[src/rtl/id_stage_pipe.sv]
// MIPS ID stage: register file with write-first bypass, immediate extension,
// load-use hazard detection and an ID/EX register with stall, bubble and flush.
module id_stage_pipe #(
    parameter int NB_ADDR      = 32,
    parameter int NB_INST      = 32,
    parameter int NB_DATA      = 32,
    parameter int NB_REG       = 5,
    parameter int NB_IMMEDIATE = 16
) (
    input  logic               i_clk,
    input  logic               i_rst_n,
    input  logic               i_valid,
    input  logic [NB_ADDR-1:0] i_pc,
    input  logic [NB_INST-1:0] i_instruction,
    input  logic               i_wb_write,
    input  logic [NB_REG-1:0]  i_wb_addr,
    input  logic [NB_DATA-1:0] i_wb_data,
    input  logic               i_ex_mem_read,
    input  logic [NB_REG-1:0]  i_ex_rt,
    input  logic               i_ex_stall,
    input  logic               i_flush,
    output logic               o_stall,
    output logic               o_valid,
    output logic [NB_ADDR-1:0] o_pc,
    output logic [NB_INST-1:0] o_instruction,
    output logic [5:0]         o_opcode,
    output logic [5:0]         o_funct,
    output logic [NB_REG-1:0]  o_rs,
    output logic [NB_REG-1:0]  o_rt,
    output logic [NB_REG-1:0]  o_rd,
    output logic [NB_DATA-1:0] o_data_1,
    output logic [NB_DATA-1:0] o_data_2,
    output logic [NB_DATA-1:0] o_sign_extend
);

    localparam int DEPTH = 2 ** NB_REG;
    localparam logic [5:0] OP_ANDI = 6'b001100;
    localparam logic [5:0] OP_ORI  = 6'b001101;
    localparam logic [5:0] OP_XORI = 6'b001110;

    typedef struct packed {
        logic               valid;
        logic [NB_ADDR-1:0] pc;
        logic [NB_INST-1:0] instr;
        logic [5:0]         opcode;
        logic [5:0]         funct;
        logic [NB_REG-1:0]  rs;
        logic [NB_REG-1:0]  rt;
        logic [NB_REG-1:0]  rd;
        logic [NB_DATA-1:0] data_1;
        logic [NB_DATA-1:0] data_2;
        logic [NB_DATA-1:0] ext;
    } idex_t;

    logic [NB_DATA-1:0]      regfile_r [DEPTH];
    idex_t                   idex_r;
    idex_t                   idex_next_s;
    logic [5:0]              opcode_s;
    logic [5:0]              funct_s;
    logic [NB_REG-1:0]       rs_s;
    logic [NB_REG-1:0]       rt_s;
    logic [NB_REG-1:0]       rd_s;
    logic [NB_IMMEDIATE-1:0] imm_s;
    logic [NB_DATA-1:0]      rdata_1_s;
    logic [NB_DATA-1:0]      rdata_2_s;
    logic [NB_DATA-1:0]      ext_s;
    logic                    wb_en_s;
    logic                    hazard_s;

    assign opcode_s = i_instruction[31:26];
    assign funct_s  = i_instruction[5:0];
    assign rs_s     = NB_REG'(i_instruction[25:21]);
    assign rt_s     = NB_REG'(i_instruction[20:16]);
    assign rd_s     = NB_REG'(i_instruction[15:11]);
    assign imm_s    = i_instruction[NB_IMMEDIATE-1:0];
    assign wb_en_s  = i_wb_write && (i_wb_addr != {NB_REG{1'b0}});

    // Register file storage; entry 0 is never written so it stays zero.
    always_ff @(posedge i_clk or negedge i_rst_n) begin
        if (!i_rst_n) begin
            for (int i = 0; i < DEPTH; i++) begin
                regfile_r[i] <= {NB_DATA{1'b0}};
            end
        end else if (wb_en_s) begin
            regfile_r[i_wb_addr] <= i_wb_data;
        end else begin
            regfile_r[i_wb_addr] <= regfile_r[i_wb_addr];
        end
    end

    // Read ports with r0 forced to zero and write-first bypass from writeback.
    always_comb begin
        rdata_1_s = regfile_r[rs_s];
        rdata_2_s = regfile_r[rt_s];
        if (rs_s == {NB_REG{1'b0}}) begin
            rdata_1_s = {NB_DATA{1'b0}};
        end else if (wb_en_s && (i_wb_addr == rs_s)) begin
            rdata_1_s = i_wb_data;
        end else begin
            rdata_1_s = regfile_r[rs_s];
        end
        if (rt_s == {NB_REG{1'b0}}) begin
            rdata_2_s = {NB_DATA{1'b0}};
        end else if (wb_en_s && (i_wb_addr == rt_s)) begin
            rdata_2_s = i_wb_data;
        end else begin
            rdata_2_s = regfile_r[rt_s];
        end
    end

    // Logical immediates are zero-extended, everything else sign-extended.
    always_comb begin
        ext_s = {NB_DATA{1'b0}};
        case (opcode_s)
            OP_ANDI, OP_ORI, OP_XORI: ext_s = NB_DATA'(imm_s);
            default:                  ext_s = NB_DATA'($signed(imm_s));
        endcase
    end

    assign hazard_s = i_valid && i_ex_mem_read && (i_ex_rt != {NB_REG{1'b0}}) &&
                      ((i_ex_rt == rs_s) || (i_ex_rt == rt_s));
    assign o_stall  = hazard_s || i_ex_stall;

    // Next ID/EX contents: flush beats stall, stall holds, hazard inserts a bubble.
    always_comb begin
        idex_next_s = idex_r;
        if (i_flush) begin
            idex_next_s = '0;
        end else if (i_ex_stall) begin
            idex_next_s = idex_r;
        end else if (hazard_s) begin
            idex_next_s = '0;
        end else begin
            idex_next_s.valid  = i_valid;
            idex_next_s.pc     = i_pc;
            idex_next_s.instr  = i_instruction;
            idex_next_s.opcode = opcode_s;
            idex_next_s.funct  = funct_s;
            idex_next_s.rs     = rs_s;
            idex_next_s.rt     = rt_s;
            idex_next_s.rd     = rd_s;
            idex_next_s.data_1 = rdata_1_s;
            idex_next_s.data_2 = rdata_2_s;
            idex_next_s.ext    = ext_s;
        end
    end

    // ID/EX pipeline register.
    always_ff @(posedge i_clk or negedge i_rst_n) begin
        if (!i_rst_n) begin
            idex_r <= '0;
        end else begin
            idex_r <= idex_next_s;
        end
    end

    assign o_valid       = idex_r.valid;
    assign o_pc          = idex_r.pc;
    assign o_instruction = idex_r.instr;
    assign o_opcode      = idex_r.opcode;
    assign o_funct       = idex_r.funct;
    assign o_rs          = idex_r.rs;
    assign o_rt          = idex_r.rt;
    assign o_rd          = idex_r.rd;
    assign o_data_1      = idex_r.data_1;
    assign o_data_2      = idex_r.data_2;
    assign o_sign_extend = idex_r.ext;

endmodule

[config.mk]
export PLATFORM = sky130hd
export DESIGN_NAME = id_stage_pipe
export DESIGN_NICKNAME = d
export VERILOG_FILES = /design/src/rtl/id_stage_pipe.sv
export SDC_FILE = /design/constraint.sdc
export NUM_CORES = 2
export LEC_CHECK = 0
export ABC_CLOCK_PERIOD_IN_PS = 2500
export BUFFER_PORTS_ARGS = -buffer_cell sky130_fd_sc_hd__buf_2
export CAP_MARGIN = 20
export CORE_ASPECT_RATIO = 1.1
export CORE_MARGIN = 2
export CORE_UTILIZATION = 55
export DETAILED_ROUTE_END_ITERATION = 10
export GPL_TIMING_DRIVEN = 1
export PLACE_DENSITY = 0.8
export SYNTH_ARGS = -nofsm -noshare
export SYNTH_HDL_FRONTEND = slang
export SYNTH_SLANG_ARGS = --single-unit
[constraint.sdc]
create_clock -name i_clk -period 2.5 [get_ports i_clk]
set_input_delay 0.375 -clock i_clk [delete_from_list [all_inputs] [get_ports i_clk]]
set_output_delay 0.375 -clock i_clk [all_outputs]
set_load 0.01 [all_outputs]
==> flow_summary.yaml <==
outcome:
  outcome: "finished, final reports clean"
clocking:
  root_buffer: "clkbuf_16"
  clkSinkCount: 1154
  clk-insertion-delay-late_ns: 0.80
  numCtsBuffers: 117
  clk_path_buf_depth: 3
  htreeDepth: 3
  clk_transition_reported_paths_ns: 0.06
  post_cts_buffers: 0
  cts_tree: "yes"
route:
  post_drt_wl_per_cell_um: 33.0
  drtPass1Iterations: 9
  num_vias: 60900
  antenna_left: 0
  via_per_inst: 7.38
  totalWireLength_um: 273000
  drc: 0
  drt-initial-drc-count: 10200
global_routing:
  grt_use_total_pct: 43.9
  grt_pass1_vias: 60000
  antenna_found_initial: 17
  grt_pass1_wl_um: 395000
  grt_max_degree: 131
  grt-ovfl-total: 0
timing:
  fin_setup_tns_ns: 0
  rsz0062_at_grt: "no"
  max_freq_mhz: 411
  slew_viol_final: 0
  layout_worst_path_cycle_share_pct: 97.3
  fin_crit_ns: 2.43
  finalHoldViolCount: 0
  setup_violations: 0
  skew_ns: 0.0283
  slew_headroom_pct: 14.6
  tightest_slew_ns: 1.28
yosys:
  synth_edf_count: 0
  synth.distinct_cells: 55
  syn_inst: 6135
  async_flop_share_pct: 100
  ys_ff_latch: 1154
  yosysSeqAreaShare_pct: 43.5
  syn-num-nets: 6248
  synth_area_um2: 66400
  synth_top_flop_cell: "dfrtp_1"
  avgSynthCellArea_um2: 10.8
  synth_warnings: 0
worst_setup_path:
  path_class: "in -> out"
  path_max_fanout: 21
  required_ns: 2.12
  start_kind: "input port"
  critPathCaptureType: "primary output"
  crit_arrival_ns: 2.06
final_layout:
  fill_cells: 8602
  final_cells: 8257
  final_nets: 6702
  fin_util_pct: 66.3
  regArea_um2: 28900
  areaGrowthSynthToFinish_pct: 19.5
  layout-drive-gt1-share_pct: 28.5
  final_common_cell: "dfrtp_1"
  multiInputGateArea_um2: 34600
  layout_common_cells: "dfrtp_1, nand2_1, o21ai_0"
die:
  die_h_um: 368
  die_area_um2: 123000
  start_util_pct: 55.5
  core.rowCount: 133
  die_w_um: 335
  ios: 302
  coreArea_um2: 120000
placement:
  portBuffers: 301
  dp_hpwl_um: 180000
  dp_cells: 7947
  gp_congestion: 1.02
worst_hold_path:
  holdCritPathClass: "in -> reg"
pwr:
  p_per_area_nw_per_um2: 800
  finalPower_mw: 63.4
  cellLeakagePower_nw: 35.1
  peakVddDrop_mv: 0.629
flow_run:
  drv_cap: 0
per-stage QoR:
stage / hold WS [ns] / area (um2) / setup slack [ns]
after global placement: 0.345 / 74300 / -0.279
after global routing: 0.0472 / 79300 / 0.0133
after floorplan: 0.0794 / 66500 / -0.0395
after detailed placement: 0.343 / 74300 / -0.316
after CTS: 0.00283 / 79200 / 0.0876
final: 0.0333 / 79300 / 0.0666
cell families after synthesis:
group	share of synthesized area [%]
AOI/OAI and AO/OA	15.3
and+or+nand+nor	8.92
DFF	43.5
muxes	27.1
buffers and inverters	4.86
xor gates and xnor gates	0.264
routing by layer:
metal,vias up,GRT usage (%),wire (um)
met5,-,1.02,254
met4,20,33.0,25600
met3,1790,22.5,48200
met2,5767,60.5,112000
met1,29600,52.0,87000
li1,23700,-,-
synth_stat cells (all sizes together) (2+ instances only):
library cell,number,area share (%)
a21oi,191,1.5
nor2b,13,0.12
clkbuf,442,2.5
a311oi,2,0.026
and2,7,0.066
nand4,15,0.14
a22oi,245,2.8
o22ai,72,0.69
a32oi,7,0.092
nand2b,7,0.066
a221oi,41,0.56
nor3b,10,0.11
o211ai,61,0.69
a2111oi,4,0.053
mux4,594,20
o31ai,32,0.36
mux2i,434,6.5
a22o,72,0.95
buf,272,2.3
xor2,6,0.079
o21ai,962,7.4
a211oi,8,0.090
nand3,122,0.92
and4,2,0.026
nor2,238,1.3
a31oi,2,0.019
and3,4,0.038
o32ai,5,0.066
nand2,1050,5.9
inv,3,0.017
mux2,19,0.32
nor3,17,0.13
xnor2,14,0.18
dfrtp,1154,44
critical path, stage by stage:
cell	delay [ns]
buf_8	0.25
buf_12	0.25
buf_4	0.14
xnor2_1	0.11
nand3_1	0.13
o22ai_2	0.29
a21o_2	0.31
buf_2	0.17
power breakdown:
| part | internal (mW) | switching [mW] |
|---|---|---|
| clock network | 11.1 | 8.19 |
| registers | 22.7 | 4.39 |
| logic | 8.47 | 8.56 |
| total | 42.3 | 21.1 |
timing repair:
action                                 CTS  global route
cloned                                   0             0
setup endpoints to repair                1             8
hold buffers                            74             0
endpoints found under the hold margin  340             0
gates resized for setup                  1             3
cell type report:
class                           count  share of cell area (%)
Multi-Input combinational cell   4263                    43.7
Sequential cell                  1154                    36.4
Tap cell                         1552                    2.45
Timing Repair Buffer             1049                    12.1
Antenna cell                       15                  0.0473
Clock buffer                      155                    4.24
Inverter                            4                  0.0205
Clock inverter                     65                    1.04
state kept, by name (all words and copies together) (netlist names):
name / count
regfile_r: 1024
o_data_1: 32
o_data_2: 32
o_pc: 32
o_sign_extend: 12
o_instruction: 6
o_opcode: 6
o_funct: 5
o_rs: 4
o_valid: 1
worst paths after layout:
path | start | to | slack (ns) | cells past startpoint
worst max-delay path | i_instruction[21] | o_stall | 0.07 | 8
worst min-delay path | i_wb_data[17] | o_data_1[17] | 0.03 | 3
worst max register to register | regfile_r[794] | regfile_r[602] | 0.18 | 7
worst min register to register | regfile_r[1017] | regfile_r[1017] | 0.42 | 0
max in group asynchronous | i_rst_n | regfile_r[969] | 1.29 | 3
min in group asynchronous | i_rst_n | o_data_2[21] | 0.15 | 2
(Power assumes the default switching activity.)
